==> src/rtl/mem_port_master_if.sv <==
// rtl/mem_port_master_if.sv - client and RAM-side signal bundle for mem_port_master
interface mem_port_master_if #(
  parameter int AW = 64
);
  logic          if_req;
  logic [AW-1:0] if_addr;
  logic          if_ack;
  logic [79:0]   if_instr;
  logic          if_err;
  logic          dm_req;
  logic          dm_we;
  logic [AW-1:0] dm_addr;
  logic [63:0]   dm_wdata;
  logic          dm_ack;
  logic [63:0]   dm_rdata;
  logic          dm_err;
  logic          ram_read_en;
  logic          ram_write_en;
  logic          ram_read_instruction_en;
  logic [AW-1:0] ram_addr;
  logic [63:0]   ram_write_data;
  logic [63:0]   ram_read_data;
  logic [79:0]   ram_read_instruction;
  logic          ram_error;

  modport master (
    input  if_req, if_addr, dm_req, dm_we, dm_addr, dm_wdata,
    input  ram_read_data, ram_read_instruction, ram_error,
    output if_ack, if_instr, if_err, dm_ack, dm_rdata, dm_err,
    output ram_read_en, ram_write_en, ram_read_instruction_en, ram_addr, ram_write_data
  );

  modport slave (
    output if_req, if_addr, dm_req, dm_we, dm_addr, dm_wdata,
    output ram_read_data, ram_read_instruction, ram_error,
    input  if_ack, if_instr, if_err, dm_ack, dm_rdata, dm_err,
    input  ram_read_en, ram_write_en, ram_read_instruction_en, ram_addr, ram_write_data
  );
endinterface

==> src/rtl/mem_port_master.sv <==
// rtl/mem_port_master.sv - arbitrates fetch and data clients onto one single-port byte RAM
// Build option MEM_ARB_RR_EN: round-robin tie-break instead of fixed data-first priority.
module mem_port_master #(
  parameter int ADDR_MAX = 1023,
  parameter int AW = 64
) (
  input logic               clk_i,
  input logic               rst_n_i,
  mem_port_master_if.master bus
);
  typedef enum logic [1:0] {IDLE, ACCESS, RESP} state_t;

  localparam logic [AW-1:0] DM_LIM = AW'(ADDR_MAX - 7);
  localparam logic [AW-1:0] IF_LIM = AW'(ADDR_MAX - 9);

  state_t        state;
  logic          gnt_dm;
  logic          we_q;
  logic          bnd_err;
  logic [AW-1:0] addr_q;
  logic [63:0]   wdata_q;

  logic          any_req;
  logic          pick_dm;
  logic          pick_err;
  logic [AW-1:0] pick_addr;
  logic          acc_err;
  logic          in_access;
  logic          do_write;

  assign any_req = bus.if_req | bus.dm_req;

`ifdef MEM_ARB_RR_EN
  logic last_dm;

  // On a tie the client that lost last time wins; a lone requester always wins.
  assign pick_dm = bus.dm_req && (!bus.if_req || !last_dm);

  always_ff @(posedge clk_i) begin
    if (!rst_n_i) begin
      last_dm <= 1'b0;
    end else if (state == IDLE && any_req) begin
      last_dm <= pick_dm;
    end
  end
`else
  assign pick_dm = bus.dm_req;
`endif

  // Full-width unsigned compare, so addresses near the top of the space flag rather than wrap.
  assign pick_addr = pick_dm ? bus.dm_addr : bus.if_addr;
  assign pick_err  = pick_dm ? (bus.dm_addr > DM_LIM) : (bus.if_addr > IF_LIM);

  assign acc_err   = bnd_err | bus.ram_error;
  assign in_access = (state == ACCESS) && rst_n_i;
  assign do_write  = in_access && gnt_dm && we_q && !bnd_err;

  assign bus.ram_read_en             = in_access && !(gnt_dm && we_q);
  assign bus.ram_read_instruction_en = in_access && !gnt_dm;
  assign bus.ram_write_en            = do_write;
  assign bus.ram_addr                = in_access ? addr_q : '0;
  assign bus.ram_write_data          = do_write ? wdata_q : '0;

  always_ff @(posedge clk_i) begin
    if (!rst_n_i) begin
      state        <= IDLE;
      gnt_dm       <= 1'b0;
      we_q         <= 1'b0;
      bnd_err      <= 1'b0;
      addr_q       <= '0;
      wdata_q      <= '0;
      bus.if_ack   <= 1'b0;
      bus.dm_ack   <= 1'b0;
      bus.if_err   <= 1'b0;
      bus.dm_err   <= 1'b0;
      bus.if_instr <= '0;
      bus.dm_rdata <= '0;
    end else begin
      case (state)
        IDLE: begin
          if (any_req) begin
            gnt_dm  <= pick_dm;
            we_q    <= pick_dm && bus.dm_we;
            bnd_err <= pick_err;
            addr_q  <= pick_addr;
            wdata_q <= bus.dm_wdata;
            state   <= ACCESS;
          end
        end
        ACCESS: begin
          state <= RESP;
          if (gnt_dm) begin
            bus.dm_ack   <= 1'b1;
            bus.dm_err   <= acc_err;
            bus.dm_rdata <= (acc_err || we_q) ? 64'h0 : bus.ram_read_data;
          end else begin
            bus.if_ack   <= 1'b1;
            bus.if_err   <= acc_err;
            bus.if_instr <= acc_err ? 80'h0 : bus.ram_read_instruction;
          end
        end
        RESP: begin
          bus.if_ack <= 1'b0;
          bus.dm_ack <= 1'b0;
          state      <= IDLE;
        end
        default: state <= IDLE;
      endcase
    end
  end
endmodule
==> src/flat_wrapper.sv <==
// flat-port wrapper written by rule: the top's interface ports become plain ports
module mem_port_master_flat 
#(
  parameter int ADDR_MAX = 1023,
  parameter int AW = 64
)
  (clk_i, rst_n_i, bus_if_req, bus_if_addr, bus_dm_req, bus_dm_we, bus_dm_addr, bus_dm_wdata, bus_ram_read_data, bus_ram_read_instruction, bus_ram_error, bus_if_ack, bus_if_instr, bus_if_err, bus_dm_ack, bus_dm_rdata, bus_dm_err, bus_ram_read_en, bus_ram_write_en, bus_ram_read_instruction_en, bus_ram_addr, bus_ram_write_data);
  mem_port_master_if #(.AW(AW)) bus_i ();
  input logic clk_i;
  input logic rst_n_i;
  input wire logic [$bits(bus_i.if_req)-1:0] bus_if_req;
  input wire logic [$bits(bus_i.if_addr)-1:0] bus_if_addr;
  input wire logic [$bits(bus_i.dm_req)-1:0] bus_dm_req;
  input wire logic [$bits(bus_i.dm_we)-1:0] bus_dm_we;
  input wire logic [$bits(bus_i.dm_addr)-1:0] bus_dm_addr;
  input wire logic [$bits(bus_i.dm_wdata)-1:0] bus_dm_wdata;
  input wire logic [$bits(bus_i.ram_read_data)-1:0] bus_ram_read_data;
  input wire logic [$bits(bus_i.ram_read_instruction)-1:0] bus_ram_read_instruction;
  input wire logic [$bits(bus_i.ram_error)-1:0] bus_ram_error;
  output wire logic [$bits(bus_i.if_ack)-1:0] bus_if_ack;
  output wire logic [$bits(bus_i.if_instr)-1:0] bus_if_instr;
  output wire logic [$bits(bus_i.if_err)-1:0] bus_if_err;
  output wire logic [$bits(bus_i.dm_ack)-1:0] bus_dm_ack;
  output wire logic [$bits(bus_i.dm_rdata)-1:0] bus_dm_rdata;
  output wire logic [$bits(bus_i.dm_err)-1:0] bus_dm_err;
  output wire logic [$bits(bus_i.ram_read_en)-1:0] bus_ram_read_en;
  output wire logic [$bits(bus_i.ram_write_en)-1:0] bus_ram_write_en;
  output wire logic [$bits(bus_i.ram_read_instruction_en)-1:0] bus_ram_read_instruction_en;
  output wire logic [$bits(bus_i.ram_addr)-1:0] bus_ram_addr;
  output wire logic [$bits(bus_i.ram_write_data)-1:0] bus_ram_write_data;
  assign bus_i.if_req = bus_if_req;
  assign bus_i.if_addr = bus_if_addr;
  assign bus_i.dm_req = bus_dm_req;
  assign bus_i.dm_we = bus_dm_we;
  assign bus_i.dm_addr = bus_dm_addr;
  assign bus_i.dm_wdata = bus_dm_wdata;
  assign bus_i.ram_read_data = bus_ram_read_data;
  assign bus_i.ram_read_instruction = bus_ram_read_instruction;
  assign bus_i.ram_error = bus_ram_error;
  assign bus_if_ack = bus_i.if_ack;
  assign bus_if_instr = bus_i.if_instr;
  assign bus_if_err = bus_i.if_err;
  assign bus_dm_ack = bus_i.dm_ack;
  assign bus_dm_rdata = bus_i.dm_rdata;
  assign bus_dm_err = bus_i.dm_err;
  assign bus_ram_read_en = bus_i.ram_read_en;
  assign bus_ram_write_en = bus_i.ram_write_en;
  assign bus_ram_read_instruction_en = bus_i.ram_read_instruction_en;
  assign bus_ram_addr = bus_i.ram_addr;
  assign bus_ram_write_data = bus_i.ram_write_data;
  mem_port_master #(.ADDR_MAX(ADDR_MAX), .AW(AW)) u_core (.clk_i(clk_i), .rst_n_i(rst_n_i), .bus(bus_i));
endmodule
==> config.mk <==
export PLATFORM = sky130hd
export DESIGN_NAME = mem_port_master_flat
export DESIGN_NICKNAME = d
export VERILOG_FILES = /design/src/rtl/mem_port_master_if.sv /design/src/rtl/mem_port_master.sv /design/src/flat_wrapper.sv
export SDC_FILE = /design/constraint.sdc
export NUM_CORES = 1
export LEC_CHECK = 0
export ABC_AREA = 1
export CORE_AREA = 2 2 242 244
export CTS_BUF_LIST = sky130_fd_sc_hd__clkbuf_4 sky130_fd_sc_hd__clkbuf_8 sky130_fd_sc_hd__clkbuf_16
export CTS_CLUSTER_SIZE = 16
export DETAILED_ROUTE_END_ITERATION = 16
export DIE_AREA = 0 0 244 246
export HOLD_SLACK_MARGIN = 0.03
export SETUP_SLACK_MARGIN = 0.5
export SLEW_MARGIN = 20
export SYNTH_ARGS = -nofsm -noshare
export SYNTH_HDL_FRONTEND = slang
export SYNTH_SLANG_ARGS = --single-unit
==> constraint.sdc <==
create_clock -name clk_i -period 3.75 [get_ports clk_i]
set_clock_uncertainty 0.15 [all_clocks]
set_input_delay 0.5625 -clock clk_i [delete_from_list [all_inputs] [get_ports clk_i]]
set_output_delay 0.5625 -clock clk_i [all_outputs]
set_load 0.01 [all_outputs]
==> reports/qor.yml <==
antenna_found_initial: 1
endpoint_with_the_worst_hold_slack: "u_core.state[1]"
max_clock_freq_ghz: 0.327
power.sequential.fraction_pct: 40.4
mean_instance_size_in_the_synthesized_netlist_um2: 7.65
tritoncts.num_buffers: 34
num_rows: 88
total_die_area_um2: 60000
grt_usage_pct: 14.8
diodes: 0
cts.reportedPaths.clkPinSlew_ps: 60
cts.root.buffer_cell: "clkbuf_16"
vdd_drop_max_v: 0.000243
grt_start_max_net_pins: 89
total_of_fill_cells_in_the_finished_design: 5974
pwr-share-clk_pct: 44.4
critical_path.cell_chain: "inv_2 > nand2_1 > nor2_2 > inv_2 > nor3_2 > bufinv_8 > nor2_1 > clkdlybuf4s50_1"
areal_power_density_over_the_cells_nw_per_um2: 418
wire_length_of_the_first_global_routing_pass_mm: 69.1
seq_area_frac_synth_pct: 50.2
crit_type: "reg2out"
synthesis.instances: 1465
timing.critical_path.from_type: "flop"
outcome: "complete, no violations"
synth_compound_gate_area_share_pct: 22.5
max-cap-violations: 0
cell_internal_pwr_mw: 6.06
ant_nets: 0
number_of_synthesized_register_bits: 281
die_height_um: 246
worst_skew_pair.late_latency_ps: 520
area_of_the_multi_input_gates_um2: 4510
r2r_start: "u_core.state[0]"
setup-violations-final: 0
tritoncts: "built"
worstHoldPathType: "in2reg"
gp_routability_congestion: 0.918
synth.lib_cells_used.distinct: 24
synth_top_family_by_area: "compound AO/OA/AOI/OAI gates"
start_util_pct: 19.5
fp.dieW_um: 244
reg2reg_depth: 7
dominantRegCellSynth: "dfxtp_1"
total_clock_sinks: 281
hold_viol_final: 0
leakage_nw: 6.97
via_count_of_the_first_global_routing_pass: 11800
dominant_cell_type_by_area_after_synthesis: "dfxtp_1"
timing.critical_path.mode_cell: "inv_2"
critPathRequiredTime_ps: 3040
timing.critical_path.arrival_ps: 2350
p_switching_mw: 2.00
postCtsHoldBufs: 0
num_io_pins: 621
dp_hpwl_mm: 35.0
netlist_top_cells_area: "dfxtp_1 (50%), nor2_1 (9.5%), a21oi_1 (8.6%)"
placement.io_buffers: 620
area_delta_synth_final_pct: 72.0
routed_wirelength_mm: 47.5
finalMaxSlewViolations: 0
cp-end-kind: "output pin"
synth_nets: 1807
hold_path_startpoint: "rst_n_i"
relSlewSlack_pct: 30.0
design.final.nets: 2375
post_synth_mux_area_share_pct: 0
overflow: 0
post_drt_via_cell_ratio: 4.29
drive_gt1_share_pct: 6.23
clockBufferDepth: 3
worst-r2r-setup-slack_ps: 1480
htreeDepth: 2
synth_simple_gate_area_share_pct: 17.6
synthesis.area_um2: 11200
crit_slowest_cell: "clkdlybuf4s50_1"
async_flop_share_pct: 0
power.share.combinational_pct: 15.2
ys.warnings.count: 0
power.share.switching_pct: 24.8
synthXorXnorAreaFrac_pct: 0
critPathMaxStageDelay_ps: 550
detail_route.iter0.violations: 609
worstReg2RegEnd: "u_core.addr_q[34]"
yosys.area_share.adder_pct: 0
cp_top_family: "buffers and inverters"
fin_util_pct: 33.6
min_path_cells: 3
critical_path.n_buffers_inverters: 4
edff_count_synth: 0
critical_path.max_fanout: 64
grt_setup_unrepaired: "false"
fin_tns_setup_ps: 0
route.vias.total: 12100
yosys.area.top_type_share_pct: 50.2
worst_pin_slew_ps: 1050
drt_first_pass_iters: 5
post_route_drc_violation_count: 0
finalCritPeriodShare_pct: 81.7
post_drt_wl_per_cell_um: 16.9
final-seq-area_um2: 5630
cts_setup_buffers: 0
core_region_area_um2: 57400
period_needed_ps: 3060
==> cell usage after synthesis (14+ instances only) <==
master and instances:
inv_1 155, clkbuf_1 51, o21ai_0 84, a211oi_1 21, nand2_1 198, nand3_1 16
nor2_1 285, a21oi_1 192, a22oi_1 64, buf_1 14, buf_2 35, dfxtp_1 281
o221a_2 35
==> through the flow <==
stage,cells,hold WS [ps],worst slack [ps],power [mW],instance area [µm²]
CTS,2818,106,562,8.20,19300
global route,2818,121,516,8.43,19300
global placement,2762,293,775,4.52,18100
finish,2818,155,687,8.06,19300
floorplan,1465,280,1590,3.84,11200
detailed placement,2762,297,771,4.54,18100
==> state kept, by name (all words and copies together) (netlist names) <==
register and count:
u_core.addr_q 64, u_core.bus.dm_ack 1, u_core.we_q 1, u_core.bus.dm_err 1, u_core.bnd_err 1, u_core.bus.dm_rdata 64
u_core.bus.if_err 1, u_core.bus.if_ack 1, u_core.state 2, u_core.wdata_q 64, u_core.bus.if_instr 80, u_core.gnt_dm 1
==> layout make-up <==
cell class                 instances  area share [%]
timing repair buffer             638            33.0
sequential                       281            29.2
multi-input combinational        916            23.4
clock buffer                      46            5.16
tap                              765            4.96
inverter                         162            3.26
clock inverter                    10            1.07
==> timing repair <==
action | 4_1_cts | 5_1_grt
resized for setup | 2 | 5
setup endpoints to repair | 65 | 65
gates cloned | 0 | 0
==> worst max-delay path by stage <==
stage,start,end,depth (start not counted)
2_1_floorplan,rst_n_i,bus_ram_write_data[10],7
3_3_place_gp,rst_n_i,bus_ram_addr[57],7
3_5_place_dp,rst_n_i,bus_ram_write_data[8],8
4_1_cts,u_core.we_q,bus_ram_write_data[8],5
5_1_grt,u_core.state[1],bus_ram_write_data[55],8
6_report,u_core.state[1],bus_ram_write_data[8],8
==> worst register-to-register path: stages, from the launching register on <==
cell	delay (ps)
dfxtp_1	360
inv_1	70
nand2_1	160
nor2_2	50
buf_4	220
inv_2	770
nor2_1	130
a211oi_1	280
==> cell usage in the layout (no fill, tap or decap) <==
cell and instances:
inv_1 153, bufinv_16 6, o21ai_1 3, a21oi_1 192, clkbuf_4 5, clkbuf_16 35, nor3_1 2, clkbuf_8 6
buf_4 15, buf_6 1, clkinvlp_4 1, nand4_1 2, dfxtp_1 280, o21ai_0 84, nor2_4 2, o221a_2 35
a211oi_1 21, nand3_2 1, inv_2 5, buf_12 2, inv_4 1, nor2_2 3, nor2_1 284, dfxtp_2 1
a22oi_1 64, clkdlybuf4s50_1 619, nand3_1 15, inv_6 2, clkinv_1 1, nor3_2 1, bufinv_8 1, nand2_1 197
nand2_2 1, buf_2 1, o221a_1 8, nor3_4 1, clkinv_2 2
==> kinds of logic (layout without fill, tap and decap cells) <==
group	Yosys count	in the layout
DFF	281	281
AOI/OAI and AO/OA	407	407
buffers and inverters	268	856
and+or+nand+nor	509	509
==> layer usage <==
metal / global-route usage [%] / share of wire [%] / vias up
met5: 0 / 0.027 / -
met1: 17.5 / 41 / 5624
met4: 4.61 / 2.7 / 2
li1: - / - / 5914
met2: 25.2 / 48 / 484
met3: 4.79 / 8.6 / 72
==> power by group through the flow <==
stage | clock network (mW) | registers, mW | logic [mW]
finish | 3.58 | 3.25 | 1.22
global route | 3.83 | 3.27 | 1.33
CTS | 3.71 | 3.25 | 1.23
detailed placement | 0 | 3.32 | 1.23
global placement | 0 | 3.31 | 1.21
floorplan | 0 | 3.32 | 0.522
Power figures use the tool's default switching activity.
==> RTL change 1, RTL diff (config.mk and constraints unchanged) <==
The option `MEM_ARB_RR_EN` is turned on by a define.
--- a/src/rtl/mem_port_master.sv
+++ b/src/rtl/mem_port_master.sv
@@ -1,5 +1,7 @@
 // rtl/mem_port_master.sv - arbitrates fetch and data clients onto one single-port byte RAM
 // Build option MEM_ARB_RR_EN: round-robin tie-break instead of fixed data-first priority.
+`define MEM_ARB_RR_EN
+
 module mem_port_master #(
   parameter int ADDR_MAX = 1023,
   parameter int AW = 64
Check against the original RTL: same outputs for any inputs over 4 cycles, from zero or initial values and one cycle with rst_n_i low; that may be too few to reach the edited logic, so the function may still have changed.
==> RTL change 1 against the original RTL <==
Register-to-register slack worse by 0.30 ns. Total power down 4.7%. Design area decreased by 0.15%. Sequential cell count did not move. Setup slack worse by 0.056 ns. Synthesized area increased by 0.44%. Wire length is 0.66% higher. Sequential share of layout area hardly changed. Largest power group is now sequential cells.
==> RTL change 1: results (changes against the original RTL) <==
Cells and area
  • Layout cells sized above 1: 0.04682 (was 0.06235)
  • Multi-input combinational area share: 0.2400 (was 0.2336)
  • CLK BUF: 48 (was 46)
  • Fraction of area in registers: 0.2921 (was 0.2917)
  • Multi-Input Combinational: 1017 (was 916)
  • NumNets Final: 2455 (was 2375)
  • Non-clock inverters: 140 (was 162)
  • Diode count: 1 (was 0)
  • Layout non-clock buf frac: 0.3320 (was 0.3300)
  • Register area: 5625 µm² (was 5627 µm²)

Detailed routing
  • Routed len/inst: 16.49 µm (was 16.87 µm)
  • Post-Route M1 WL: 19170 µm (was 19560 µm)
  • Routed wire length on met3: 3930 µm (was 4099 µm)
  • 1st-iter DRT viols: 589 (was 609)
  • Via-to-Cell Ratio: 4.266 (was 4.292)

Setup path
  • R2R Setup Slk: 1.18 ns (was 1.48 ns)
  • Critical path peak fanout: 65 (was 64)
  • Critical Path AT: 2.41 ns (was 2.35 ns)

Synthesis
  • Compound-gate portion of the synthesized area: 0.1801 (was 0.2247)
  • Synth area leaders: dfxtp_1 50%, nand2_1 12%, nor2_1 10% (was dfxtp_1 50%, nor2_1 9.5%, a21oi_1 8.6%)
  • Unique cell type count in the Yosys netlist: 26 (was 24)
  • Sequential element share of the synthesized area: 0.4996 (was 0.5018)

Place
  • Post-DP HPWL: 34790 µm (was 34960 µm)
  • GP Congestion: 0.8838 (was 0.9180)
  • Placed inst area: 18070 µm² (was 18060 µm²)

Clocking
  • Total CTS buffers: 35 (was 34)
  • Post_cts resized: 4 (was 2)

Power
  • Peak VDD IR: 367.5 µV (was 243.5 µV)
  • Clock group: 3250 µW (was 3580 µW)
  • Comb power: 1180 µW (was 1220 µW)
  • Pint: 5654 µW (was 6055 µW)

Global route
  • Largest net degree at the start of global routing: 180 (was 89)
  • First-pass GRT wire length: 70440 µm (was 69070 µm)
  • Vias in the first global route: 12190 (was 11780)
  • GRT met2 Usage: 0.2565 (was 0.2520)
  • GRT met1 Usage: 0.1733 (was 0.1752)
  • Initial antenna violation count: 3 (was 1)
  • Met3 Resource Use GR: 0.04684 (was 0.04793)

Timing
  • Worst-Margin Slew: 1.008 ns (was 1.051 ns)
  • WHS: 0.1512 ns (was 0.1549 ns)

Outcome
  • Outcome: finished, final reports clean (unchanged)
[RTL change 1: changes by cell type in the layout (fill, tap and decap cells not counted), sizes merged, moves of 10 or more]
cell,unedited run,this run
o221a,43,0
a31oi,0,47
nand2,198,349
o21ai,87,66
inv,161,141
nor2,289,309
a221oi,0,17
clkdlybuf4s50,619,609
a211oi,21,0
a21oi,192,150
[RTL change 1: worst max-delay path, cell delays in order (launching register included)]
cell             delay [ns]
dfxtp_1                0.32
inv_1                  0.09
nand2_1                0.08
nor2_2                 0.13
inv_2                  0.08
buf_12                 0.17
nor2_1                 0.31
clkdlybuf4s50_1        0.61
[RTL change 1: how the worst max path moves through the flow]
stage | start | endpoint | slack, ns
global route | u_core.state[1] | bus_ram_write_data[6] | 0.46
floorplan | rst_n_i | bus_ram_write_data[13] | 1.51
finish | u_core.state[1] | bus_ram_addr[21] | 0.63
detailed placement | rst_n_i | bus_ram_write_data[16] | 0.60
global placement | rst_n_i | bus_ram_write_data[62] | 0.74
CTS | u_core.state[1] | bus_ram_write_data[16] | 0.52
==> RTL change 2, RTL diff (same settings) <==
Without the edit above. Encoding of `state_t`: now one-hot (3 bits for 3 states).
--- a/src/rtl/mem_port_master.sv
+++ b/src/rtl/mem_port_master.sv
@@ -8,7 +8,7 @@
   input logic               rst_n_i,
   mem_port_master_if.master bus
 );
-  typedef enum logic [1:0] {IDLE, ACCESS, RESP} state_t;
+  typedef enum logic [2:0] {IDLE = 3'b001, ACCESS = 3'b010, RESP = 3'b100} state_t;
 
   localparam logic [AW-1:0] DM_LIM = AW'(ADDR_MAX - 7);
   localparam logic [AW-1:0] IF_LIM = AW'(ADDR_MAX - 9);
Formal check against the unedited RTL: no difference found for any inputs over 4 cycles, from zero or initial values and one cycle with rst_n_i low; so few cycles prove little.
==> RTL change 2 against the original RTL <==
Via count is 9.0% higher. Setup slack worse by 0.096 ns. Critical path type unchanged. Global-route usage is 1.6 points higher. Design area is 4.6% higher. Wire length is 9.7% higher. Synthesized area is 5.6% higher. Total power is 2.1% higher. Register-to-register slack worse by 0.48 ns. Fmax is 3.0% lower. Core utilization is 1.5 points higher. First-iteration DRC count is 21% higher. Sequential cell count is 1 higher.
==> RTL change 2: results (changes against the original RTL) <==
Power
  • Peak VDD IR: 279.3 µV (was 243.5 µV)
  • Leakage power: 0.008049 µW (was 0.006972 µW)

Synthesis
  • Sequential element share of the synthesized area: 0.4770 (was 0.5018)
  • Commonest cells post-synth: 282 x dfxtp_1, 269 x nand2_1, 268 x nor2_1, 213 x a21oi_1, 201 x inv_1 (was 285 x nor2_1, 281 x dfxtp_1, 198 x nand2_1, 192 x a21oi_1, 155 x inv_1)
  • Synth area leaders: dfxtp_1 48%, a21oi_1 9.0%, nand2_1 8.5% (was dfxtp_1 50%, nor2_1 9.5%, a21oi_1 8.6%)
  • Unique cell type count in the Yosys netlist: 19 (was 24)
  • Synthesized Nets: 1988 (was 1807)
  • Total number of yosys warnings: 0 (unchanged)

Setup path
  • R2R cell count: 6 (was 7)
  • R2R Setup Slk: 1.00 ns (was 1.48 ns)
  • Critical Path AT: 2.45 ns (was 2.35 ns)
  • Max incr delay on CP: 0.57 ns (was 0.55 ns)
  • Reg2reg end: u_core.wdata_q[61] (was u_core.addr_q[34])
  • Reg-to-Reg Start: u_core.state[0] (unchanged)
  • CP Capture Point: bus_ram_addr[15] (was bus_ram_write_data[8])
  • Critical path peak fanout: 33 (was 64)
  • Setup crit start: u_core.state[2] (was u_core.state[1])

Clocking
  • Worst skew pair latency: 0.54 ns (was 0.52 ns)
  • Clk buf depth: 3 (unchanged)
  • Reg clk slew, reported paths: 0.06 ns (about the same)
  • Total CTS buffers: 36 (was 34)

Place
  • Post-DP HPWL: 38910 µm (was 34960 µm)
  • GP Congestion: 0.9324 (was 0.9180)
  • Place WS: 0.8109 ns (was 0.7713 ns)

Global route
  • Largest net degree at the start of global routing: 90 (was 89)
  • Initial antenna violation count: 2 (was 1)
  • First-pass GRT wire length: 76220 µm (was 69070 µm)
  • Overall Global Routing Usage: 0.1636 (was 0.1476)
  • Vias in the first global route: 12850 (was 11780)

Outcome
  • Outcome: finished, final reports clean (unchanged)

Detailed routing
  • Post-Route WL: 52140 µm (was 47530 µm)
  • 1st-iter DRT viols: 735 (was 609)
  • Via-to-Cell Ratio: 4.402 (was 4.292)

Cells and area
  • Layout cells sized above 1: 0.04980 (was 0.06235)
  • NumNets Final: 2544 (was 2375)
  • Max reg flops: 80 (unchanged)
  • Fillers: 5975 (was 5974)

Timing
  • Fmax: 316.6 MHz (was 326.5 MHz)
  • Worst-Margin Slew: 0.9941 ns (was 1.051 ns)
  • WHS: 0.1843 ns (was 0.1549 ns)

Min path
  • WHS Endpoint: u_core.state[2] (was u_core.state[1])
==> RTL change 2: power breakdown <==
group	internal [µW]	leakage, µW	switching, µW	total, µW
clock	2220	0.000626	1370	3590
combinational	597	0.00512	746	1340
sequential	3220	0.00231	71.6	3290
==> RTL change 2: metal layers <==
| layer | wire, µm | track usage | vias up |
|---|---|---|---|
| li1 | - | - | 6468 |
| met1 | 20780 | 0.1939 | 6063 |
| met2 | 24460 | 0.2716 | 541 |
| met3 | 4581 | 0.04847 | 110 |
| met4 | 2308 | 0.07640 | 2 |
| met5 | 10 | 0 | - |
==> RTL change 2: cell families (layout without fill, tap and decap cells) <==
group / after synthesis / in the layout / share of synthesized area
other: 0 / 1 / 0
AND/OR/NAND/NOR: 622 / 622 / 0.2147
flip-flops: 282 / 282 / 0.4770
AO/OA/AOI/OAI: 407 / 407 / 0.1995
buffers and inverters: 335 / 918 / 0.1088
==> RTL change 2: final cells by class <==
class                           instances  area, µm²  share of cell area
Timing Repair Buffer                  649       6615              0.3279
Clock inverter                         10      117.6            0.005830
Multi-Input combinational cell       1029       4931              0.2444
Inverter                              204      773.2             0.03833
Sequential cell                       282       5648              0.2800
Clock buffer                           55       1129             0.05594
Tap cell                              765      957.2             0.04745
Antenna cell                            1      2.502           0.0001240
==> RTL change 2: what timing repair did <==
item	in CTS	in global routing
buffers inserted	1	0
pin swaps	1	0
gates resized for setup	8	47
endpoints found under the setup margin	86	77
==> RTL change 2: metrics by stage <==
stage / power (µW) / cell area [µm²] / cells
final: 8225 / 20170 / 2995
after global routing: 8612 / 20170 / 2995
after CTS: 8354 / 20050 / 2994
after detailed placement: 4691 / 18780 / 2928
after global placement: 4670 / 18780 / 2928
after floorplan: 3967 / 11840 / 1646
